$ cat config.mk
export PLATFORM = sky130hd
export DESIGN_NAME = lfu_request_gen
export DESIGN_NICKNAME = d
export VERILOG_FILES = /design/src/rtl/lfu_pkg.sv /design/src/rtl/req_fifo.sv /design/src/rtl/lfu_request_gen.sv
export SDC_FILE = /design/constraint.sdc
export NUM_CORES = 1
export LEC_CHECK = 0
export ABC_AREA = 1
export CAP_MARGIN = 30
export CORE_ASPECT_RATIO = 1.25
export CORE_MARGIN = 2
export CORE_UTILIZATION = 45
export CTS_CLUSTER_DIAMETER = 60
export DETAILED_ROUTE_END_ITERATION = 8
export PLACE_DENSITY = 0.65
export SLEW_MARGIN = 20
export SYNTH_ARGS = -nofsm -noshare
export SYNTH_HDL_FRONTEND = slang
export SYNTH_SLANG_ARGS = --single-unit
$ cat constraint.sdc
create_clock -name clk -period 4.75 [get_ports clk]
set_clock_uncertainty 0.1 [all_clocks]
set_input_delay 0.7125 -clock clk [delete_from_list [all_inputs] [get_ports clk]]
set_output_delay 0.7125 -clock clk [all_outputs]
set_load 0.03 [all_outputs]
$ cat src/rtl/lfu_pkg.sv
// Shared types for the LFU replacement core and its request front end.
// Slot index/mask typedefs and the per-slot hold state encoding.
package lfu_pkg;

    localparam int N_SLOTS = 4;
    localparam int HCNT_W  = 4;

    typedef logic [$clog2(N_SLOTS)-1:0] slot_idx_t;
    typedef logic [N_SLOTS-1:0]         slot_mask_t;

    typedef enum logic [1:0] {
        H_IDLE,
        H_COUNTING,
        H_FIRED
    } hold_state_t;

endpackage

$ cat src/rtl/req_fifo.sv
// Request queue with a registered head entry.
// A pushed entry becomes visible on dout one cycle after it is written.
module req_fifo #(
    parameter int WIDTH = 2,
    parameter int DEPTH = 4
) (
    input  logic                       clk,
    input  logic                       rst,
    input  logic                       push,
    input  logic                       pop,
    input  logic [WIDTH-1:0]           din,
    output logic [WIDTH-1:0]           dout,
    output logic                       full,
    output logic                       empty,
    output logic [$clog2(DEPTH):0]     count
);
    import lfu_pkg::*;

    localparam int AW = $clog2(DEPTH);
    localparam int CW = AW + 1;

    logic [WIDTH-1:0] mem [DEPTH];
    logic [AW-1:0]    wr_ptr;
    logic [AW-1:0]    rd_ptr;
    logic [AW-1:0]    rd_nxt;
    logic [CW-1:0]    remain;
    logic             head_valid;
    logic             do_push;
    logic             do_pop;

    assign full    = (count == CW'(DEPTH));
    assign empty   = !head_valid;
    assign do_pop  = pop & head_valid;
    assign do_push = push & (!full | do_pop);
    assign rd_nxt  = do_pop ? rd_ptr + AW'(1) : rd_ptr;
    assign remain  = count - CW'(do_pop);

    // Storage array, written at the tail pointer.
    always_ff @(posedge clk or negedge rst) begin
        if (!rst) begin
            for (int i = 0; i < DEPTH; i++) begin
                mem[i] <= '0;
            end
        end else if (do_push) begin
            mem[wr_ptr] <= din;
        end
    end

    // Pointers and occupancy; count includes the entry shown on dout.
    always_ff @(posedge clk or negedge rst) begin
        if (!rst) begin
            wr_ptr <= '0;
            rd_ptr <= '0;
            count  <= '0;
        end else begin
            wr_ptr <= wr_ptr + AW'(do_push);
            rd_ptr <= rd_nxt;
            count  <= count + CW'(do_push) - CW'(do_pop);
        end
    end

    // Head register: loads the entry that will be at the head after
    // this edge, using only entries already written (no bypass).
    always_ff @(posedge clk or negedge rst) begin
        if (!rst) begin
            head_valid <= 1'b0;
            dout       <= '0;
        end else begin
            head_valid <= (remain != '0);
            if (remain != '0) begin
                dout <= mem[rd_nxt];
            end
        end
    end

endmodule

$ cat src/rtl/lfu_request_gen.sv
// Button front end for the LFU core: synchronise, qualify held presses
// on timer tick edges, and queue slot indices on a valid/ready port.
module lfu_request_gen #(
    parameter int N_SLOTS    = lfu_pkg::N_SLOTS,
    parameter int HOLD_TICKS = 2,
    parameter int FIFO_DEPTH = 4
) (
    input  logic                       clk,
    input  logic                       rst,
    input  logic                       tick,
    input  logic [N_SLOTS-1:0]         btn_raw,
    output logic                       req_valid,
    input  logic                       req_ready,
    output logic [$clog2(N_SLOTS)-1:0] req_idx,
    output logic                       overflow,
    output logic                       busy
);
    import lfu_pkg::*;

    localparam int IW = $clog2(N_SLOTS);
    localparam int CW = $clog2(FIFO_DEPTH) + 1;
    localparam logic [HCNT_W-1:0] HOLD = HCNT_W'(HOLD_TICKS);

    logic [N_SLOTS-1:0] btn_s1;
    logic [N_SLOTS-1:0] btn_s;
    logic               tick_s1;
    logic               tick_s;
    logic               tick_q;
    logic               tick_rise;

    hold_state_t        hstate   [N_SLOTS];
    hold_state_t        hstate_n [N_SLOTS];
    logic [HCNT_W-1:0]  hcnt     [N_SLOTS];
    logic [HCNT_W-1:0]  hcnt_n   [N_SLOTS];
    logic [N_SLOTS-1:0] ev;

    logic [N_SLOTS-1:0] pending;
    logic [N_SLOTS-1:0] clr;
    logic [N_SLOTS-1:0] lost;
    logic [IW-1:0]      push_idx;
    logic               found;
    logic               do_push;
    logic               pop;

    logic               fifo_full;
    logic               fifo_empty;
    logic [CW-1:0]      fifo_count;

    assign tick_rise = tick_s & ~tick_q;
    assign req_valid = !fifo_empty;
    assign pop       = req_valid & req_ready;
    assign busy      = (|pending) | (fifo_count != '0);

    // Two-flop synchronisers on buttons and tick, plus tick history.
    always_ff @(posedge clk or negedge rst) begin
        if (!rst) begin
            btn_s1  <= '0;
            btn_s   <= '0;
            tick_s1 <= 1'b0;
            tick_s  <= 1'b0;
            tick_q  <= 1'b0;
        end else begin
            btn_s1  <= btn_raw;
            btn_s   <= btn_s1;
            tick_s1 <= tick;
            tick_s  <= tick_s1;
            tick_q  <= tick_s;
        end
    end

    // Per-slot hold FSM state and counter registers.
    always_ff @(posedge clk or negedge rst) begin
        if (!rst) begin
            for (int i = 0; i < N_SLOTS; i++) begin
                hstate[i] <= H_IDLE;
                hcnt[i]   <= '0;
            end
        end else begin
            for (int i = 0; i < N_SLOTS; i++) begin
                hstate[i] <= hstate_n[i];
                hcnt[i]   <= hcnt_n[i];
            end
        end
    end

    // Hold FSM next state: release always wins, even over a tick edge.
    always_comb begin
        for (int i = 0; i < N_SLOTS; i++) begin
            hstate_n[i] = hstate[i];
            hcnt_n[i]   = hcnt[i];
            ev[i]       = 1'b0;
            if (!btn_s[i]) begin
                hstate_n[i] = H_IDLE;
                hcnt_n[i]   = '0;
            end else if (hstate[i] != H_FIRED) begin
                hstate_n[i] = H_COUNTING;
                if (tick_rise) begin
                    if (hcnt[i] + HCNT_W'(1) == HOLD) begin
                        hcnt_n[i]   = HOLD;
                        hstate_n[i] = H_FIRED;
                        ev[i]       = 1'b1;
                    end else begin
                        hcnt_n[i] = hcnt[i] + HCNT_W'(1);
                    end
                end
            end
        end
    end

    // Pick the lowest pending slot and push it when the queue has room.
    always_comb begin
        found    = 1'b0;
        push_idx = '0;
        clr      = '0;
        for (int i = 0; i < N_SLOTS; i++) begin
            if (pending[i] && !found) begin
                found    = 1'b1;
                push_idx = IW'(i);
            end
        end
        do_push = found & (!fifo_full | pop);
        if (do_push) begin
            clr[push_idx] = 1'b1;
        end
        lost = ev & pending & ~clr;
    end

    // Pending mask and sticky overflow on an event hitting a busy slot.
    always_ff @(posedge clk or negedge rst) begin
        if (!rst) begin
            pending  <= '0;
            overflow <= 1'b0;
        end else begin
            pending  <= (pending & ~clr) | ev;
            overflow <= overflow | (|lost);
        end
    end

    req_fifo #(
        .WIDTH (IW),
        .DEPTH (FIFO_DEPTH)
    ) u_fifo (
        .clk   (clk),
        .rst   (rst),
        .push  (do_push),
        .pop   (pop),
        .din   (push_idx),
        .dout  (req_idx),
        .full  (fifo_full),
        .empty (fifo_empty),
        .count (fifo_count)
    );

endmodule

==> run metrics <==
setup TNS 0 ns; layout cells sized above 1 0.101; initial antenna violation count 0; drt total wl 4340 um; Mapped Cells 299; CP bufs+invs 1; area delta synth->final 14.4%; worst-path maximum fanout 4; final setup vio count 0; cell-internal power between 0.0009 and 0.001 W; die width between 70 and 80 um; Resized cells post-CTS 0; crit-path cells nor2_1, nand2_2, nor2_4, nand3_1, clkdlybuf4s50_1; Leak 1.52 nW; Post-Syn Area per Cell between 9 and 10 sq um; R2R Setup Slk roughly 2.7 ns; Die Footprint 6630 sq um; area share of the largest cell type after synthesis 0.538; Clock transition at path regs approximately 0.060 ns; synth top area cells dfrtp_1 (54%), nand2_1 (11%), inv_1 (7.2%); Fmax achieved between 300 and 400 MHz; WL/cell between 10 and 15 um; MaxCap Viol Count 0; switching share of power 0.320; Core Region 5780 sq um; critical path's top delay family buffers and inverters; Filler cells 514; CTS tree yes; Crit. End Element output port; Critical Path Start Type register; sequential power share 0.467; final hold vios 0; Slew headroom 0.527; Max Slew Vio Count 0; multi-input logic area approximately 1000 sq um; Distinct cells, synth 23; Crit-path slowest cell clkdlybuf4s50_1; Combinational Power Share 0.230; Pwr Total around 0.0014 W; DR pass1 iterations 4; total global-route track usage 0.155; Pwr Density about 440 nW/um^2; Crit Path Category reg -> out; # port buffers 12; Syn. warnings 0; Clock Path Buffers 2; CTS sink cnt 58; Min Hold Slack 0.245 ns; VDD IR max 0.231 mV; largest net degree at the start of global routing 59; Synth Area in Compound Gates 0.0714; Tmin final roughly 2.7 ns; worst path required time slightly below 4 ns; total CTS buffers 9; Clk pwr share 0.303; Synth Area in Simple Gates 0.230; post-DR vias/cell roughly 4.9; clock root buffer clkbuf_8; diodes inserted 0; DR iter-0 viols 110; leading area contributor after synthesis dfrtp_1; gr ovfl total 0; Mapped Nets approximately 320; vias about 1900; setup ws final between 2 and 2.5 ns; CTS H-tree depth 3; global-route wire length before repair between 8000 and 9000 um; worst stage delay on the critical path 0.60 ns; register bit total from synthesis 58; Routed Antenna Nets 0; starting density of the core 0.467; largest family of logic cells by synthesized area simple AND/OR/NAND/NOR gates; Tcrit/Tclk final 0.564; XOR/XNOR share of the synthesized area 0.0162; CP Data Arrival Time 1.87 ns; fin util 0.534; Netlist Area Pre-Place roughly 2700 sq um; Hold-fix buffers, CTS 0; GP Congestion 0.776; postcts setup bufs 0; slew of the pin with the lowest slew margin just over 0.7 ns; RSZ-0062 raised after global routing no; dpl hpwl approximately 3200 um; Hold Crit Class reg -> reg; row cnt 31; dpl ws just over 2 ns; post-synthesis mux area share 0; run status finished, final reports clean; DRC violations left 0; Psw about 0.00043 W; FF/Latch Area 1450 sq um; Ports 13; Final #Nets ~350; Synth Area in Adders 0.0677; sequential element share of the synthesized area 0.538; Skew-Pair Late Insertion Delay 0.34 ns; vias in the first global route 1944; Die Y between 90 and 100 um
==> path summary, 6_finish.rpt <==
path	cells after the start	start	end
worst max-delay path	5	pending[1]$_DFF_PN0_	busy
max in group asynchronous	2	rst	hcnt[7]$_DFFE_PN0P_
worst max register to register	8	u_fifo.count[1]$_DFF_PN0_	u_fifo.count[2]$_DFF_PN0_
worst min register to register	0	btn_s1[0]$_DFF_PN0_	btn_s[0]$_DFF_PN0_
min in group asynchronous	2	rst	u_fifo.dout[1]$_DFFE_PN0P_
worst min-delay path	0	btn_s1[0]$_DFF_PN0_	btn_s[0]$_DFF_PN0_
==> area by class of cell <==
type,count,area share
sequential,58,0.470
timing repair buffer,13,0.0397
multi-input combinational,186,0.337
inverter,55,0.0669
tap,66,0.0268
clock buffer,14,0.0560
clock inverter,2,0.00324
==> through the flow <==
step / cells / area (sq um)
final: 394 / 3090
after global routing: 394 / 3090
after CTS: 394 / 3090
after detailed placement: 378 / 2900
after global placement: 378 / 2900
after floorplan: 299 / 2700
==> power by group through the flow <==
| stage | Sequential, W | Clock, W | Combinational (W) |
|---|---|---|---|
| 2_1_floorplan | 0.000645 | 0 | 0.000215 |
| 3_5_place_dp | 0.000644 | 0 | 0.000320 |
| 3_3_place_gp | 0.000642 | 0 | 0.000307 |
| 6_report | 0.000635 | 0.000412 | 0.000312 |
| 5_1_grt | 0.000644 | 0.000450 | 0.000366 |
| 4_1_cts | 0.000635 | 0.000428 | 0.000321 |
==> worst register-to-register path, delay by kind of cell (launching register included) <==
kind | cells | cell delay, ns
fa+ha+maj | 2 | 0.57
flops | 1 | 0.41
simple gates | 3 | 0.39
xor+xnor | 2 | 0.35
buf+inv | 1 | 0.13
==> sequential cells by signal (all words and copies together) (netlist names), 2 cells and up <==
register and cells:
btn_s1 4, u_fifo.mem 8, hcnt 16, u_fifo.dout 2, u_fifo.count 3, u_fifo.rd_ptr 2, hstate 8, pending 4
u_fifo.wr_ptr 2, btn_s 4
==> logic make-up (layout without fill, tap and decap cells) <==
| family | count (synthesis) | after routing |
|---|---|---|
| AOI/OAI and AO/OA | 34 | 34 |
| DFF | 58 | 58 |
| and+or+nand+nor | 133 | 133 |
| xor gates and xnor gates | 5 | 5 |
| buffers and inverters | 55 | 84 |
| adders and majority gates | 14 | 14 |
==> cells in the final DEF, fill, tap and decap left out, drive strengths merged, types with 8 or more instances in the layout <==
cell type / netlist / layout
o22ai: 8 / 8
clkdlybuf4s50: 0 / 11
ha: 13 / 13
nand3: 25 / 25
inv: 55 / 55
o21ai: 21 / 21
nand2: 83 / 83
nor2: 21 / 21
clkbuf: 0 / 14
dfrtp: 58 / 58
==> Yosys cell counts <==
master	instances
nand4_1	3
nor2_1	15
ha_1	13
nand2_1	79
a22oi_1	1
o21ai_1	3
fa_1	1
inv_1	52
nor2_4	4
dfrtp_1	58
a21boi_0	2
o21ai_0	18
nor2_8	1
o211ai_1	2
nor2_2	1
xor2_1	3
nand3_2	4
xnor2_1	2
inv_2	3
nand3_1	21
nand3b_1	1
o22ai_1	8
nand2_2	4
==> per-layer routing <==
metal / global-route usage / wire (um)
met5: 0 / 0
met3: 0.0424 / 142
met4: 0.0787 / 127
met2: 0.262 / 2240
met1: 0.174 / 1830
(Power assumes the default switching activity.)
